===== config.mk =====
export PLATFORM = sky130hd
export DESIGN_NAME = noc_out_arbiter
export DESIGN_NICKNAME = d
export VERILOG_FILES = /design/src/rtl/noc_arb_pkg.sv /design/src/rtl/noc_out_arbiter_rr_pick.sv /design/src/rtl/noc_out_arbiter.sv
export SDC_FILE = /design/constraint.sdc
export NUM_CORES = 1
export LEC_CHECK = 0
export CELL_PAD_IN_SITES_DETAIL_PLACEMENT = 1
export CELL_PAD_IN_SITES_GLOBAL_PLACEMENT = 1
export CORE_AREA = 2 2 103 105
export DETAILED_ROUTE_END_ITERATION = 8
export DIE_AREA = 0 0 105 107
export HOLD_SLACK_MARGIN = 0.15
export PLACE_DENSITY = 0.88
export RECOVER_POWER = 100
export SLEW_MARGIN = 0
export SYNTH_ARGS = -nofsm -noshare
export SYNTH_HDL_FRONTEND = slang
export SYNTH_SLANG_ARGS = --single-unit

===== constraint.sdc =====
create_clock -name clk_ctrl -period 1.9 [get_ports clk_ctrl]
set_input_delay 0.57 -clock clk_ctrl [delete_from_list [all_inputs] [get_ports clk_ctrl]]
set_output_delay 0.57 -clock clk_ctrl [all_outputs]
set_load 0.02 [all_outputs]

===== src/rtl/noc_arb_pkg.sv =====
// Shared types and constants for the NoC output arbiter.
package noc_arb_pkg;

  typedef enum logic [0:0] {ARB_IDLE, ARB_GRANT} arb_state_t;

  localparam int RESP_REQ  = 0;
  localparam int PKT_CNT_W = 16;

endpackage


===== src/rtl/noc_out_arbiter_rr_pick.sv =====
// Combinational rotating priority encoder: first set request at or after i_ptr, modulo NREQ.
module rr_pick #(
  parameter int NREQ = 3,
  parameter int IDW  = $clog2(NREQ)
) (
  input  logic [NREQ-1:0] i_req,
  input  logic [IDW-1:0]  i_ptr,
  output logic [IDW-1:0]  o_gnt_idx,
  output logic            o_any
);

  // One spare bit so ptr+k cannot overflow before the explicit wrap.
  logic [IDW:0] w_idx;
  logic         w_found;

  always_comb begin
    o_gnt_idx = '0;
    w_found   = 1'b0;
    w_idx     = '0;
    for (int k = 0; k < NREQ; k++) begin
      w_idx = {1'b0, i_ptr} + (IDW+1)'(k);
      if (w_idx >= (IDW+1)'(NREQ)) begin
        w_idx = w_idx - (IDW+1)'(NREQ);
      end
      if (!w_found && i_req[w_idx[IDW-1:0]]) begin
        w_found   = 1'b1;
        o_gnt_idx = w_idx[IDW-1:0];
      end
    end
  end

  assign o_any = |i_req;

endmodule


===== src/rtl/noc_out_arbiter.sv =====
// Packet-granular round-robin arbiter for the tile's NoC output stream; grant held until TLAST.
// Optional macro NOC_ARB_RESP_PRIO_EN gives requester 0 (decoder responses) strict priority in IDLE.
module noc_out_arbiter
  import noc_arb_pkg::*;
#(
  parameter int BW   = 32,
  parameter int BWB  = BW / 8,
  parameter int NREQ = 3,
  parameter int IDW  = $clog2(NREQ)
) (
  input  logic                  clk_ctrl,
  input  logic                  clk_ctrl_rst,
  input  logic [NREQ-1:0]       req_TVALID,
  input  logic [NREQ*BW-1:0]    req_TDATA,
  input  logic [NREQ*BWB-1:0]   req_TKEEP,
  input  logic [NREQ-1:0]       req_TLAST,
  output logic [NREQ-1:0]       req_TREADY,
  output logic                  stream_out_TVALID,
  output logic [BW-1:0]         stream_out_TDATA,
  output logic [BWB-1:0]        stream_out_TKEEP,
  output logic                  stream_out_TLAST,
  input  logic                  stream_out_TREADY,
  output logic [IDW-1:0]        grant_id,
  output logic                  busy,
  output logic [PKT_CNT_W-1:0]  pkt_count
);

  arb_state_t           r_state;
  arb_state_t           w_next_state;
  logic [IDW-1:0]       r_grant_id;
  logic [IDW-1:0]       w_grant_nxt;
  logic [IDW-1:0]       r_rr_ptr;
  logic [IDW-1:0]       w_rr_ptr_nxt;
  logic [PKT_CNT_W-1:0] r_pkt_count;

  logic [NREQ-1:0]      w_rr_req;
  logic [IDW-1:0]       w_rr_idx;
  logic                 w_rr_any;
  logic [IDW-1:0]       w_pick_idx;
  logic                 w_pick_any;
  logic                 w_eop;
  logic                 w_ptr_upd;

  logic                 w_sel_vld;
  logic [BW-1:0]        w_sel_dat;
  logic [BWB-1:0]       w_sel_keep;
  logic                 w_sel_last;

  rr_pick #(
    .NREQ (NREQ),
    .IDW  (IDW)
  ) u_rr_pick (
    .i_req     (w_rr_req),
    .i_ptr     (r_rr_ptr),
    .o_gnt_idx (w_rr_idx),
    .o_any     (w_rr_any)
  );

`ifdef NOC_ARB_RESP_PRIO_EN
  // Response path bypasses the rotation; the others rotate among themselves.
  always_comb begin
    w_rr_req           = req_TVALID;
    w_rr_req[RESP_REQ] = 1'b0;
  end
  assign w_pick_any = w_rr_any | req_TVALID[RESP_REQ];
  assign w_pick_idx = req_TVALID[RESP_REQ] ? IDW'(RESP_REQ) : w_rr_idx;
  assign w_ptr_upd  = w_eop && (r_grant_id != IDW'(RESP_REQ));
`else
  assign w_rr_req   = req_TVALID;
  assign w_pick_any = w_rr_any;
  assign w_pick_idx = w_rr_idx;
  assign w_ptr_upd  = w_eop;
`endif

  assign w_sel_vld  = req_TVALID[r_grant_id];
  assign w_sel_dat  = req_TDATA[int'(r_grant_id)*BW +: BW];
  assign w_sel_keep = req_TKEEP[int'(r_grant_id)*BWB +: BWB];
  assign w_sel_last = req_TLAST[r_grant_id];

  assign w_rr_ptr_nxt = (r_grant_id == IDW'(NREQ-1)) ? '0 : r_grant_id + IDW'(1);

  always_comb begin
    w_next_state      = r_state;
    w_grant_nxt       = r_grant_id;
    w_eop             = 1'b0;
    stream_out_TVALID = 1'b0;
    stream_out_TDATA  = '0;
    stream_out_TKEEP  = '0;
    stream_out_TLAST  = 1'b0;
    req_TREADY        = '0;
    busy              = 1'b0;
    case (r_state)
      ARB_IDLE: begin
        if (w_pick_any) begin
          w_next_state = ARB_GRANT;
          w_grant_nxt  = w_pick_idx;
        end
      end
      ARB_GRANT: begin
        stream_out_TVALID      = w_sel_vld;
        stream_out_TDATA       = w_sel_dat;
        stream_out_TKEEP       = w_sel_keep;
        stream_out_TLAST       = w_sel_last;
        req_TREADY[r_grant_id] = stream_out_TREADY;
        busy                   = 1'b1;
        if (w_sel_vld && stream_out_TREADY && w_sel_last) begin
          w_next_state = ARB_IDLE;
          w_eop        = 1'b1;
        end
      end
      default: w_next_state = ARB_IDLE;
    endcase
  end

  always_ff @(posedge clk_ctrl or posedge clk_ctrl_rst) begin
    if (clk_ctrl_rst) begin
      r_state     <= ARB_IDLE;
      r_grant_id  <= '0;
      r_rr_ptr    <= '0;
      r_pkt_count <= '0;
    end else begin
      r_state    <= w_next_state;
      r_grant_id <= w_grant_nxt;
      if (w_ptr_upd) begin
        r_rr_ptr <= w_rr_ptr_nxt;
      end
      if (w_eop) begin
        r_pkt_count <= r_pkt_count + PKT_CNT_W'(1);
      end
    end
  end

  assign grant_id  = r_grant_id;
  assign pkt_count = r_pkt_count;

endmodule


==> reports/results.ini <==
[synth]
synth_xor_area_share_pct = 5.99
synth_top_family_by_area = simple AND/OR/NAND/NOR gates
ys_ff_latch = 21
synth-adder-area-share_pct = 2.28
syn_nets = 403
syn_inst = 282
synthSimpleGateAreaFrac_pct = 29.5
yosys_warnings = 0
synth-compound-area-share_pct = 12.5
yosys.cell_types.count = 35
muxShareOfSynthArea_pct = 19.8
synth_area_um2 = 2190
synth-seq-area-share_pct = 24.0
synth.avg_cell_area_um2 = 7.77

[detailed_routing]
vias = 2965
drcViolationCount = 0
first_pass_iters = 4
dr.first_iter.drc_count = 113
drt_wl_total_um = 11800
avgRoutedWirePerCell_um = 18.9
antenna_left = 0
viasPerCell = 4.75

[power_and_ir_drop]
powerDensity_nw_per_um2 = 1490
peakVddDrop_uv = 1010
p_leak_uw = 0.00212
finalPower_uw = 7350

[global_route]
grt_usage_pct = 18.4
grt_pass1_vias = 3051
grt_pass1_wl_um = 16700
antenna_found_initial = 0
grt_max_degree = 42
gr-total-overflow = 0

[cts]
clockBufferDepth = 2
clkSinkCount = 21
root_buffer = clkbuf_8
postCtsHoldBufs = 0
clk_latency_ns = 0.27
cts_tree = yes
htree_levels = 1
cts_buffers = 3
clkTransAtPathRegs_ns = 0.08

[setup_path]
r2r-start = grant_id[0]
critPathCaptureType = primary output
worstPathMaxFanout = 7
r2r_cells = 10
r2r_end = r_rr_ptr[1]
worstPathRequired_ns = 1.33
start_kind = flip-flop
crit_arrival_ns = 1.69
rrSetupSlack_ns = -0.16
crit_type = reg2out

[timing]
slew_viol_final = 0
skew_ns = 0.00263
maxSlewHeadroom_pct = 60.7
setup_viol = 58
finalHoldViolations = 0
rsz0062_at_grt = yes
tns_ns = -13.75
fmax_mhz = 442
worst_slack_ns = -0.364
finalCritPeriodShare_pct = 119
period_minus_slack_ns = 2.26
tightest_slew_ns = 0.585

[placed_design]
place_area_um2 = 4300
io_buffer_count = 176
dp_hpwl_um = 7720
place_congestion = 0.787

[floorplan]
dieHeight_um = 107
core_um2 = 10100
die_w_um = 105
die_area_um2 = 11200
start_util_pct = 21.7
ios = 177
placementRows = 37

[outcome]
violations = setup timing
run_status = finished with violations

[flow_run]
cap_violations = 0

[layout]
fill_cells = 1172
final_cell_mix = 114 x clkdlybuf4s50_1, 50 x buf_6, 33 x mux2i_1
drive_gt1_share_pct = 37.5
diodes = 0
area.sequential_um2 = 528
final_common_cell = clkdlybuf4s50_1
nets = 610
postLayoutCellArea_um2 = 4930
area_growth_syn_to_layout_pct = 125
multi_input_area_um2 = 1850

[hold_path]
hold_depth = 1
worstHoldPathType = reg2reg
holdPathEnd = pkt_count[15]
hp-start = pkt_count[15]

-- state kept, by name, indices dropped and copies added, names as in the netlist --
signal	flops
grant_id	2
pkt_count	16
r_rr_ptr	2
r_state	1
-- layout make-up --
cell class | count | area share (%)
clock buffers | 3 | 0.838
clock inverters | 1 | 0.102
inverters | 5 | 0.381
multi-input cells | 233 | 37.5
flip-flops and latches | 21 | 10.7
well taps | 136 | 3.45
repair buffers | 225 | 47.0
-- report_power, final --
part / switching, uW / leakage (uW) / internal (uW)
logic: 2940 / 0.00183 / 3430
registers: 133 / 0.000268 / 544
clock network: 154 / 0.0000255 / 147
-- how the worst max path moves through the flow --
stage,startpoint,to,slack (ns),cells past startpoint
detailed placement,req_TVALID[1],stream_out_TVALID,-0.79,5
finish,grant_id[0],stream_out_TVALID,-0.36,7
global placement,stream_out_TREADY,req_TREADY[0],-0.73,4
CTS,grant_id[0],stream_out_TDATA[4],-0.46,5
floorplan,grant_id[0],stream_out_TDATA[28],-0.006,7
global route,grant_id[0],stream_out_TDATA[1],-0.43,8
-- per-layer routing --
layer / GRT usage, % / share of wire [%] / up-vias
li1: - / - / 1382
met1: 22.5 / 41 / 1447
met2: 34.7 / 53 / 123
met3: 2.74 / 4.9 / 13
met4: 2.57 / 1.3 / 0
met5: 0 / 0 / -
-- Yosys cell counts --
cell | number | share of area (%)
a211oi_1 | 1 | 0.34
nor2b_2 | 1 | 0.40
mux2i_1 | 40 | 18
xor2_1 | 1 | 0.40
mux2_1 | 3 | 1.5
nor3b_1 | 1 | 0.34
nor2_1 | 4 | 0.68
inv_1 | 5 | 0.86
a221o_1 | 1 | 0.46
nor2b_1 | 2 | 0.57
buf_6 | 1 | 0.51
nand2_4 | 1 | 0.51
nand4_1 | 5 | 1.4
and3_1 | 2 | 0.57
nor4_1 | 1 | 0.29
nand2_1 | 40 | 6.8
buf_4 | 2 | 0.68
o41a_1 | 1 | 0.51
and2_1 | 42 | 12
nand3b_1 | 1 | 0.34
a21oi_1 | 2 | 0.46
xnor2_1 | 14 | 5.6
and4_1 | 3 | 1.2
nor3_1 | 3 | 0.68
dfrtp_1 | 21 | 24
buf_2 | 8 | 1.8
o2bb2ai_1 | 2 | 0.80
ha_1 | 4 | 2.3
nand2b_1 | 3 | 0.86
o21ai_1 | 2 | 0.46
a21boi_0 | 1 | 0.34
clkbuf_1 | 12 | 2.1
nand3_1 | 11 | 2.5
o21ai_0 | 40 | 9.1
or2_2 | 1 | 0.29
-- what timing repair did --
action | in CTS | in global routing
pin swaps | 4 | 20
endpoints found under the setup margin | 64 | 70
resized for setup | 267 | 123
buffers inserted | 14 | 11
cloned | 4 | 2
-- metrics by stage --
step	setup WS, ns	util [%]	cells	hold slack [ns]
3_5_place_dp	-0.788	42.6	590	0.468
6_report	-0.364	48.8	624	0.481
4_1_cts	-0.464	45.2	612	0.483
3_3_place_gp	-0.728	42.6	590	0.469
2_1_floorplan	-0.00576	-	282	0.491
5_1_grt	-0.430	48.8	624	0.489
-- cell families (layout without fill, tap and decap cells) --
group,count (synthesis),in the layout
mux,43,43
compound gates,50,50
simple gates,121,121
xor+xnor,15,15
fa+ha+maj,4,4
flops,21,21
buf+inv,28,234
-- critical path: stages (launching register included) --
cell and delay, ns:
dfrtp_2 0.48, nor2b_4 0.15, buf_6 0.12, buf_6 0.12, clkbuf_16 0.16, o2bb2ai_2 0.12
and2_1 0.16, buf_6 0.12
(Power assumes the default switching activity.)
